<file path="src/rtl/exec_stage_pkg.sv">
// Shared encodings for the execute stage: ALU/compare opcodes, result select
// codes, and the bypass payload forwarded to MEM.
package exec_stage_pkg;

   localparam int unsigned WORD_W     = 32;
   localparam int unsigned REG_ADDR_W = 5;
   localparam int unsigned MEM_OP_W   = 2;
   localparam int unsigned ALU_OP_W   = 4;
   localparam int unsigned CMP_OP_W   = 3;
   localparam int unsigned EX_OUT_W   = 2;
   localparam int unsigned SHAMT_W    = 5;

   localparam logic ENABLE    = 1'b1;
   localparam logic DISABLE   = 1'b0;
   localparam logic CMP_TRUE  = 1'b1;
   localparam logic CMP_FALSE = 1'b0;

   typedef enum logic [ALU_OP_W-1:0] {
      ALU_OP_NOP  = 4'd0,
      ALU_OP_AND  = 4'd1,
      ALU_OP_OR   = 4'd2,
      ALU_OP_XOR  = 4'd3,
      ALU_OP_ADD  = 4'd4,
      ALU_OP_SUB  = 4'd5,
      ALU_OP_SLL  = 4'd6,
      ALU_OP_SRL  = 4'd7,
      ALU_OP_SRA  = 4'd8,
      ALU_OP_SLT  = 4'd9,
      ALU_OP_SLTU = 4'd10
   } alu_op_e;

   typedef enum logic [CMP_OP_W-1:0] {
      CMP_OP_NOP = 3'd0,
      CMP_OP_EQ  = 3'd1,
      CMP_OP_NE  = 3'd2,
      CMP_OP_LT  = 3'd3,
      CMP_OP_GE  = 3'd4,
      CMP_OP_LTU = 3'd5,
      CMP_OP_GEU = 3'd6
   } cmp_op_e;

   typedef enum logic [EX_OUT_W-1:0] {
      EX_OUT_ALU = 2'd0,
      EX_OUT_CMP = 2'd1,
      EX_OUT_PCN = 2'd2
   } ex_out_sel_e;

   typedef struct packed {
      logic [REG_ADDR_W-1:0] dst_address;
      logic                  gpr_we_;
      logic [MEM_OP_W-1:0]   mem_op;
      logic [WORD_W-1:0]     mem_wr_data;
   } ex_bypass_t;

endpackage

</file>
<file path="src/rtl/exec_stage_alu.sv">
// 32-bit wrap-around ALU; unknown opcodes produce zero.
module alu
   import exec_stage_pkg::*;
(
   input  logic [WORD_W-1:0]   alu_in0,
   input  logic [WORD_W-1:0]   alu_in1,
   input  logic [ALU_OP_W-1:0] alu_op,
   output logic [WORD_W-1:0]   out
);

   logic [SHAMT_W-1:0] shamt;

   assign shamt = alu_in1[SHAMT_W-1:0];

   always_comb begin
      out = '0;
      case (alu_op_e'(alu_op))
         ALU_OP_AND:  out = alu_in0 & alu_in1;
         ALU_OP_OR:   out = alu_in0 | alu_in1;
         ALU_OP_XOR:  out = alu_in0 ^ alu_in1;
         ALU_OP_ADD:  out = alu_in0 + alu_in1;
         ALU_OP_SUB:  out = alu_in0 - alu_in1;
         ALU_OP_SLL:  out = alu_in0 << shamt;
         ALU_OP_SRL:  out = alu_in0 >> shamt;
         ALU_OP_SRA:  out = WORD_W'($signed(alu_in0) >>> shamt);
         ALU_OP_SLT:  out = WORD_W'($signed(alu_in0) < $signed(alu_in1));
         ALU_OP_SLTU: out = WORD_W'(alu_in0 < alu_in1);
         default:     out = '0;
      endcase
   end

endmodule

</file>
<file path="src/rtl/exec_stage_cmp.sv">
// Branch comparator; unknown opcodes and NOP evaluate false.
module cmp
   import exec_stage_pkg::*;
(
   input  logic [WORD_W-1:0]   cmp_in0,
   input  logic [WORD_W-1:0]   cmp_in1,
   input  logic [CMP_OP_W-1:0] cmp_op,
   output logic                out
);

   logic eq, lt_s, lt_u;

   assign eq   = (cmp_in0 == cmp_in1);
   assign lt_s = ($signed(cmp_in0) < $signed(cmp_in1));
   assign lt_u = (cmp_in0 < cmp_in1);

   always_comb begin
      out = CMP_FALSE;
      case (cmp_op_e'(cmp_op))
         CMP_OP_EQ:  out = eq;
         CMP_OP_NE:  out = ~eq;
         CMP_OP_LT:  out = lt_s;
         CMP_OP_GE:  out = ~lt_s;
         CMP_OP_LTU: out = lt_u;
         CMP_OP_GEU: out = ~lt_u;
         default:    out = CMP_FALSE;
      endcase
   end

endmodule

</file>
<file path="src/rtl/exec_stage.sv">
// Execute stage: combinational ALU/compare/result-select/branch decision plus
// the ID->EX bypass registers feeding MEM and the forwarding network.
module exec_stage
   import exec_stage_pkg::*;
(
   input  logic                  clk,
   input  logic                  rst,
   input  logic [REG_ADDR_W-1:0] id_dst_address,
   input  logic                  id_gpr_we_,
   input  logic [MEM_OP_W-1:0]   id_mem_op,
   input  logic [WORD_W-1:0]     id_mem_wr_data,
   output logic [REG_ADDR_W-1:0] ex_dst_address,
   output logic                  ex_gpr_we_,
   output logic [MEM_OP_W-1:0]   ex_mem_op,
   output logic [WORD_W-1:0]     ex_mem_wr_data,
   input  logic [WORD_W-1:0]     alu_in0,
   input  logic [WORD_W-1:0]     alu_in1,
   input  logic [ALU_OP_W-1:0]   alu_op,
   input  logic [WORD_W-1:0]     cmp_in0,
   input  logic [WORD_W-1:0]     cmp_in1,
   input  logic [CMP_OP_W-1:0]   cmp_op,
   input  logic [EX_OUT_W-1:0]   ex_out_sel,
   output logic [WORD_W-1:0]     ex_out,
   input  logic [WORD_W-1:0]     pc_next,
   input  logic                  jump_en,
   input  logic                  branch_en,
   output logic [WORD_W-1:0]     pc_target,
   output logic                  branch
);

   logic [WORD_W-1:0] alu_out;
   logic              cmp_out;
   ex_bypass_t        bypass_d, bypass_q;

   alu u_alu (
      .alu_in0 (alu_in0),
      .alu_in1 (alu_in1),
      .alu_op  (alu_op),
      .out     (alu_out)
   );

   cmp u_cmp (
      .cmp_in0 (cmp_in0),
      .cmp_in1 (cmp_in1),
      .cmp_op  (cmp_op),
      .out     (cmp_out)
   );

   // Result select; the unused code yields zero.
   always_comb begin
      ex_out = '0;
      case (ex_out_sel_e'(ex_out_sel))
         EX_OUT_ALU: ex_out = alu_out;
         EX_OUT_CMP: ex_out = WORD_W'(cmp_out);
         EX_OUT_PCN: ex_out = pc_next;
         default:    ex_out = '0;
      endcase
   end

   assign pc_target = alu_out;
   assign branch    = jump_en | (branch_en & cmp_out);

   always_comb begin
      bypass_d             = '0;
      bypass_d.dst_address = id_dst_address;
      bypass_d.gpr_we_     = id_gpr_we_;
      bypass_d.mem_op      = id_mem_op;
      bypass_d.mem_wr_data = id_mem_wr_data;
   end

   // Reset clears every field, including the active-low write enable.
   always_ff @(posedge clk) begin
      if (rst) bypass_q <= '0;
      else     bypass_q <= bypass_d;
   end

   assign ex_dst_address = bypass_q.dst_address;
   assign ex_gpr_we_     = bypass_q.gpr_we_;
   assign ex_mem_op      = bypass_q.mem_op;
   assign ex_mem_wr_data = bypass_q.mem_wr_data;

endmodule

</file>
<file path="config.mk">
export PLATFORM = sky130hd
export DESIGN_NAME = exec_stage
export DESIGN_NICKNAME = d
export VERILOG_FILES = /design/src/rtl/exec_stage_pkg.sv /design/src/rtl/exec_stage_alu.sv /design/src/rtl/exec_stage_cmp.sv /design/src/rtl/exec_stage.sv
export SDC_FILE = /design/constraint.sdc
export NUM_CORES = 1
export LEC_CHECK = 0
export BUFFER_PORTS_ARGS = -buffer_cell sky130_fd_sc_hd__buf_2
export CORE_ASPECT_RATIO = 2
export CORE_UTILIZATION = 30
export CTS_CLUSTER_SIZE = 30
export DETAILED_ROUTE_END_ITERATION = 8
export GPL_TIMING_DRIVEN = 1
export PLACE_DENSITY_LB_ADDON = 0.2
export SKIP_CTS_REPAIR_TIMING = 1
export SYNTH_ARGS = -nofsm -noshare
export SYNTH_HDL_FRONTEND = slang
export SYNTH_SLANG_ARGS = --single-unit
export TNS_END_PERCENT = 20
</file>
<file path="constraint.sdc">
create_clock -name clk -period 10.1 [get_ports clk]
set_input_delay 0.505 -clock clk [delete_from_list [all_inputs] [get_ports clk]]
set_output_delay 0.505 -clock clk [all_outputs]
set_load 0.05 [all_outputs]
</file>
=== Word level (Yosys, flattened, before mapping) ===
Index checks and enable logic that the tools add are counted.

* Add/subtract/negate cells: 2
* Multiply operators: 0
* Divide/modulo/power cells: 0
* $lt $le $gt $ge: 4
* Equal/unequal tests: 19
* Shifts and indexed selects: 3
* Muxes and demuxes: 3
* Bitwise operators: 8
* Reduce and logical (&&, ||, !) cells: 1

{| class="wikitable"
|+ Operators with widths
! cell !! count
|-
| $pmux W32 S10 || 1
|-
| $lt A32 B32 Y1 || 4
|-
| $pmux W32 S3 || 1
|-
| $add A32 B32 Y32 || 1
|-
| $and A32 B32 Y32 || 1
|-
| $eq A32 B32 Y1 || 1
|-
| $or A32 B32 Y32 || 1
|-
| $shl A32 B5 Y32 || 1
|-
| $shr A32 B5 Y32 || 1
|-
| $sshr A32 B5 Y32 || 1
|-
| $sub A32 B32 Y32 || 1
|-
| $xor A32 B32 Y32 || 1
|-
| $eq A4 B3 Y1 const B || 4
|-
| $eq A4 B4 Y1 const B || 3
|-
| $eq A3 B3 Y1 const B || 3
|-
| $eq A4 B2 Y1 const B || 2
|-
| $eq A3 B2 Y1 const B || 2
|-
| $pmux W1 S6 || 1
|-
| $eq A4 B1 Y1 const B || 1
|-
| $eq A3 B1 Y1 const B || 1
|-
| $not A1 Y1 || 3
|-
| $eq A2 B1 Y1 const B || 1
|-
| $eq A2 B2 Y1 const B || 1
|-
| $logic_not A2 Y1 || 1
|-
| other kinds (2) || 2
|}

* Flip-flop bits (word level): 40
* Bits in latches: 0
* Memory bits (writable): 0
* ROM bits: 0
* Output and inout bits: 105
* Memories: 0

=== Depth between registers and ports, before layout ===
Gate-level depths: netlist of the first run.

* Word-level depth: 5
* Depth in mapped cells: 15

=== Hierarchy ===
A second synthesis of the first run with hierarchy kept.

* Cell total of the unflattened synthesis: 1534
* Area total of the unflattened synthesis: 10980.5 sq um

{| class="wikitable"
|+ Modules (own cells, without submodules)
! module !! instances !! cells an instance !! area an instance (sq um) !! seq. area each (sq um)
|-
| alu || 1 || 1254 || 8418.1 || 0.0
|-
| exec_stage || 1 || 158 || 1647.8 || 800.8
|-
| cmp || 1 || 122 || 914.6 || 0.0
|}

=== Worst setup path before layout of the first run ===
No wires, ideal clock.

* Path type: input to output
* From: input alu_in1[2]
* To: output ex_out[30]
* Arrival time: 4791 ps
* Slack: 4804 ps
* Stages: 15
* Cell sequence: buf_2 inv_1 buf_2 buf_2 buf_2 ha_1 o21bai_1 a21oi_1 o41ai_2 a211oi_2 a211oi_4 o211ai_1 a21oi_1 o31ai_1 a311oi_1

* Cells in the longest elaborated chain, start to end: 3

{| class="wikitable"
|+ RTL lines
! item !! RTL line !! RTL
|-
| start, declared || exec_stage.sv:17 || <nowiki>input logic [WORD_W-1:0] alu_in1,</nowiki>
|-
| $sub A32 B32 Y32 (tied with other cells) || exec_stage_alu.sv:22 || <nowiki>ALU_OP_SUB: out = alu_in0 - alu_in1;</nowiki>
|-
| $pmux W32 S10 (*) || exec_stage_alu.sv:17 || <nowiki>case (alu_op_e'(alu_op))</nowiki>
|-
| $pmux W32 S3 (*) || exec_stage.sv:52 || <nowiki>case (ex_out_sel_e'(ex_out_sel))</nowiki>
|-
| end, declared || exec_stage.sv:23 || <nowiki>output logic [WORD_W-1:0] ex_out,</nowiki>
|}

Mark *: on every way between the ends. The rest lies on a longest branch, timed or not.

=== Final worst setup path of the first run ===
* From: input alu_in1[3]
* To: output ex_out[31]

Same word-level chain as after synthesis.

==> results.toml, run 1 <==
[outcome]
status = "completed"

[die]
core_mm2 = 0.0380
die_h_um = 280
std_cell_rows = 101
die_area_mm2 = 0.0394
initial_core_util = 0.304
fp.dieW_um = 141
ios = 318

[synth]
synthesis.area_mm2 = 0.0116
yosysSeqAreaShare = 0.0692
syn_nets = 1906
async_flop_share = 0
synthCells = 1556
synth_edf_count = 0
synth_cell_types = 94
synthFlopType = "dfxtp_1"
syn_avg_cell_area_um2 = 7.44
yosysWarnings = 0
synth_seq_cells = 40

[placed_design]
port-buffer-count = 317
routabilityCongestion = 0.977
hpwl_um = 49700

[timing]
final_hold_viol_count = 0
final.setup.tns_ns = 0
finalMaxSlewViolations = 0
tightest_slew_ns = 1.02
whs_ns = 0.433
min_period_ns = 5.25
rsz0062_at_grt = "no"
slew_headroom = 0.318
fin_crit_sh = 0.520
clock.fmax_mhz = 190
setup_violations = 0

[route]
via_per_inst = 6.04
drtIter0Drc = 1008
wl_um = 62200
drc = 0
wire_per_inst_um = 27.0
dr.pass1.iters = 6
ant_nets = 0
vias = 13918

[setup_path]
cpMostUsedCell = "buf_4"
cp.required_ns = 9.60
crit_fanout = 61
critPathKind = "in2out"
crit_path_start_kind = "primary input"
slowest_stage = "o32ai_1"
end_kind = "primary output"
slowest_delay_ns = 0.52
arrival_ns = 4.75
critPathLaunch = "alu_in1[3]"
path_cells = "buf_2 > buf_4 > clkinv_1 > buf_4 > ha_1 > nand4_1 > a21oi_1 > o311ai_0 > buf_4 > a31o_2 > nand2_1 > a31oi_1 > o21bai_1 > o32ai_1 > a311oi_1 > buf_2"

[finish]
antenna_cells = 0
syn2layout_area_growth_pct = 18.4
layout-drive-gt1-share = 0.252
final_nets = 2140

[power_and_ir_drop]
max-vdd-ir-drop_uv = 55.9
power.density_mw_per_mm2 = 91.6
cellLeakagePower_nw = 6.45

[grt]
gr-total-overflow = 0
grt_pass1_vias = 13826
grt_max_degree = 62
antenna_found_initial = 1
grt_pass1_wl_um = 89400
grt_usage = 0.308

[clock_tree]
cts_buffers = 5
h-tree-depth = 2
cts-root-buf = "clkbuf_16"
cts_sinks = 40
tritoncts = "yes"
cts_buffer_depth = 2
clk_pin_slew_ns = 0.06

[worst_hold_path]
hp-class = "in2reg"
hp-start = "id_gpr_we_"

[flow_run]
drv_cap = 0
-- worst max-delay path, delay by kind of cell --
family	cells	cell delay (ns)
and+or+nand+nor	2	0.30
adders and majority gates	1	0.43
buffers and inverters	6	1.53
AOI/OAI and AO/OA	7	1.90
-- final timing paths --
| kind | cells past startpoint | slack (ns) | endpoint |
|---|---|---|---|
| worst max-delay path | 16 | 4.85 | ex_out[31] |
| worst min-delay path | 2 | 0.43 | ex_gpr_we_$_SDFF_PP0_ |
-- registers in the layout, summed over array words and instances, names as in the netlist --
register and flops:
ex_mem_wr_data 32, ex_mem_op 2, ex_dst_address 5, ex_gpr_we_ 1
-- area by class of cell --
type / instances / area (um^2)
inverter: 137 / 514
clock buffer: 5 / 125
tap: 515 / 644
timing repair buffer: 339 / 1750
multi-input combinational: 1267 / 9780
clock inverter: 3 / 90.1
fill: 4079 / 24300
sequential: 40 / 801
-- per-layer routing --
layer	vias up	global-route usage	share of wire
li1	6264	-	-
met3	220	0.0287	0.054
met1	6677	0.299	0.33
met5	-	0	0
met2	757	0.591	0.53
met4	0	0.235	0.086
-- report_power, final --
part           internal, mW  leakage, nW  switching (mW)  total [mW]
clock network         0.166        0.104          0.0594       0.226
registers             0.166        0.333         0.00208       0.168
logic                 0.269         6.02           0.592       0.861
-- logic make-up after synthesis --
logic type | synth area share
muxes | 0.174
xor gates and xnor gates | 0.000757
AOI/OAI and AO/OA | 0.324
adders and majority gates | 0.149
and+or+nand+nor | 0.196
buffers and inverters | 0.0868
DFF | 0.0692
-- placed cells by master, fill, tap and decap left out, types with 21 or more instances in the layout --
cell / count
mux4_2: 56
a21o_1: 26
o211ai_1: 27
nand2_1: 104
o21ai_0: 86
buf_4: 23
nand2b_1: 21
nor2_1: 156
mux2i_1: 59
nor2b_1: 52
dfxtp_1: 40
o21a_1: 38
buf_2: 316
ha_1: 135
nor3_1: 36
a21oi_1: 109
inv_1: 132
-- stage by stage --
step / instance area (um^2) / utilization / worst slack [ns] / cells / total power, mW
after floorplan: 11600 / - / 4.80 / 1556 / 0.727
after global placement: 13500 / 0.355 / 5.01 / 2298 / 1.01
after detailed placement: 13500 / 0.355 / 5.02 / 2298 / 1.01
after CTS: 13700 / 0.360 / 4.99 / 2306 / 1.24
after global routing: 13700 / 0.360 / 4.73 / 2306 / 1.31
final: 13700 / 0.360 / 4.85 / 2306 / 1.26
-- cell usage after synthesis, drive strengths merged (6+ instances only) --
| cell | number | area [um^2] |
|---|---|---|
| nand3 | 20 | 100 |
| mux4 | 58 | 1310 |
| inv | 134 | 503 |
| and2 | 7 | 43.8 |
| a21oi | 111 | 563 |
| a211oi | 23 | 195 |
| o22ai | 11 | 68.8 |
| buf | 39 | 216 |
| or3 | 14 | 92.6 |
| and3 | 8 | 50.1 |
| nor2 | 157 | 589 |
| o21a | 38 | 285 |
| ha | 135 | 1690 |
| mux2 | 9 | 105 |
| dfxtp | 40 | 801 |
| o22a | 6 | 52.6 |
| mux2i | 59 | 591 |
| clkbuf | 73 | 274 |
| nor4 | 12 | 75.1 |
| nand2 | 104 | 390 |
| o31ai | 13 | 97.6 |
| a31oi | 17 | 106 |
| nor3 | 38 | 195 |
| nand4 | 15 | 93.8 |
| a22o | 11 | 96.3 |
| or2 | 9 | 56.3 |
| o21ai | 94 | 470 |
| o2111ai | 8 | 70.1 |
| a21o | 26 | 195 |
| o211ai | 27 | 203 |
| nor2b | 52 | 325 |
| a311oi | 7 | 61.3 |
| a22oi | 16 | 120 |
| o21bai | 17 | 128 |
| a221oi | 19 | 179 |
| a221o | 6 | 60.1 |
| o221ai | 12 | 111 |
| nand2b | 21 | 131 |
(Power assumes the default switching activity.)
==> run 2, diff against run 1 <==
- ABC_AREA: unset -> 1
- clock period: 10.1 -> 5.3 ns (I/O delays scaled with it)
==> run 2 against run 1 <==
Net effect:
- cell count rose by 35%
- highest routed layer unchanged
- critical path type unchanged
- critical path depth is 2 higher
- combinational power rose by 87%
- area after synthesis increased by 4.0%
- largest power group unchanged
- global-route usage up 5.2 points
- via count up 22%
- first-iteration DRC count grew 8.2%
- power is 77% higher
- non-clock buffer count down 3
- critical endpoint is now ex_out[0]
- sequential share of layout area shrank 0.18 points
- sequential power rose by 90%
==> results.toml, run 2 <==
[outcome]
status = "completed"

[setup_path]
end_kind = "primary output"
crit_fanout = 69
critPathKind = "in2out"
cp.required_ns = 5.04
arrival_ns = 3.68
crit_path_start_kind = "primary input"

[finish]
final_nets = 2933
final_cell_mix = "nand2_1 (789), nand3_1 (320), buf_2 (317), inv_1 (297), nor2_1 (207)"
fin_util = 0.357
final_cell_count_no_fill = 3110
layout_commonest_cell = "nand2_1"
layout-drive-gt1-share = 0.147
syn2layout_area_growth_pct = 17.5
largest_register_ffs = 32

[grt]
gr-total-overflow = 0
antenna_found_initial = 1
grt_pass1_vias = 16795
grt_pass1_wl_um = 105000
grt_usage = 0.360
grt_max_degree = 70

[placed_design]
hpwl_um = 62800
dp_cells = 3101
port-buffer-count = 317
routabilityCongestion = 1.00

[die]
fp.dieW_um = 144
die_area_mm2 = 0.0410
ios = 318
std_cell_rows = 103
die_h_um = 285
initial_core_util = 0.304
core_mm2 = 0.0396

[clock_tree]
h-tree-depth = 2
clk_pin_slew_ns = 0.06
cts_buffer_depth = 2
tritoncts = "yes"
cts-root-buf = "clkbuf_16"
cts_buffers = 5
cts_sinks = 40

[synth]
async_flop_share = 0
synth-xor-area-share = 0
synth_top_cell_area_share = 0.246
yosysTopAreaCell = "nand2_1"
synthCells = 2334
netlist_top_cells_count = "nand2_1 (790), nand3_1 (320), inv_1 (297), nor2_1 (209), a21oi_1 (141)"
yosysSeqAreaShare = 0.0665
synth_top_family_by_area = "simple AND/OR/NAND/NOR gates"
synth_cell_types = 46
syn_avg_cell_area_um2 = 5.16
synth.most_common_cell = "nand2_1"
syn_nets = 2684
muxShareOfSynthArea = 0
synth-compound-area-share = 0.166
synth_edf_count = 0
synthAdderAreaFrac = 0.144
synth_area_leaders = "nand2_1 (25%), ha_1 (14%), nand3_1 (13%), inv_1 (9.3%), dfxtp_1 (6.7%)"
synthFlopType = "dfxtp_1"
synthesis.area_mm2 = 0.0120
yosysWarnings = 0
synth_seq_cells = 40
yosys.area_share.simple = 0.491

[route]
dr.pass1.iters = 9
drtIter0Drc = 1091
wl_um = 75400
vias = 17040
ant_nets = 0
wire_per_inst_um = 24.2
drc = 0
via_per_inst = 5.48

[power_and_ir_drop]
cellLeakagePower_nw = 8.15
max-vdd-ir-drop_uv = 95.3
power_mw = 2.23
power.density_mw_per_mm2 = 157

[timing]
finalMaxSlewViolations = 0
final_hold_viol_count = 0
whs_ns = 0.181
tightest_slew_ns = 1.12
final.setup.tns_ns = 0
setup_violations = 0
clock.fmax_mhz = 253
fin_crit_sh = 0.745
slew_headroom = 0.252
min_period_ns = 3.95
rsz0062_at_grt = "no"

[worst_hold_path]
hp-class = "in2reg"
hold_depth = 3

[flow_run]
drv_cap = 0
==> run 2: changes by cell type in the layout (fill, tap and decap cells not counted), sizes merged, moves of 51 or more <==
cell and delta:
mux4 -58, nand3 +302, nor2 +58, nor2b -51
inv +170, nand2 +686, mux2i -59
==> run 2: layout make-up <==
class,count,area (um^2)
repair buffers,336,1730
inverters,305,1140
well taps,525,657
clock inverters,3,18.8
flip-flops and latches,40,801
multi-input cells,1895,9670
clock buffers,5,125
fillers,4649,25400
diodes,1,2.50
==> run 2: logic make-up (layout without fill, tap and decap cells) <==
kind of cell | after synthesis | after routing
compound gates | 349 | 349
fa+ha+maj | 137 | 137
buf+inv | 399 | 649
flops | 40 | 40
other cells | 0 | 1
simple gates | 1409 | 1409
==> run 2: critical path, stage by stage <==
cell and delay (ns):
buf_2 0.43, inv_2 0.07, buf_4 0.37, ha_1 0.33, a21oi_1 0.23, nand2_1 0.17
nand2_1 0.09, nand2_1 0.14, nand2_1 0.10, nand2_1 0.23, nand2_1 0.16, nand2_1 0.14
nand2_1 0.10, nand3_1 0.10, nand2_1 0.22, nand2_1 0.13, nand3_1 0.10, buf_2 0.27
==> run 2: per-stage QoR <==
stage / setup WS (ns) / instance area, um^2
after global placement: 1.44 / 14000
after floorplan: 1.76 / 12000
after CTS: 1.42 / 14100
after global routing: 1.18 / 14100
final: 1.35 / 14100
after detailed placement: 1.43 / 14000
==> run 2: per-layer routing <==
metal / share of wire / up-vias / wire, um / track usage
met1: 0.32 / 7807 / 23900 / 0.329
met3: 0.059 / 271 / 4420 / 0.0334
met5: 0 / - / 0 / 0
met2: 0.52 / 897 / 39100 / 0.683
li1: - / 8065 / - / -
met4: 0.11 / 0 / 8000 / 0.326
==> run 2: path summary, 6_finish.rpt <==
check	start	end	slack, ns
setup / recovery	alu_in1[2]	ex_out[0]	1.35
hold / removal	id_mem_wr_data[31]	ex_mem_wr_data[31]$_SDFF_PP0_	0.18
==> run 2: power breakdown <==
part | internal, mW | switching, mW | leakage (nW)
clock | 0.173 | 0.119 | 0.0736
combinational | 0.411 | 1.20 | 7.74
sequential | 0.317 | 0.00322 | 0.333
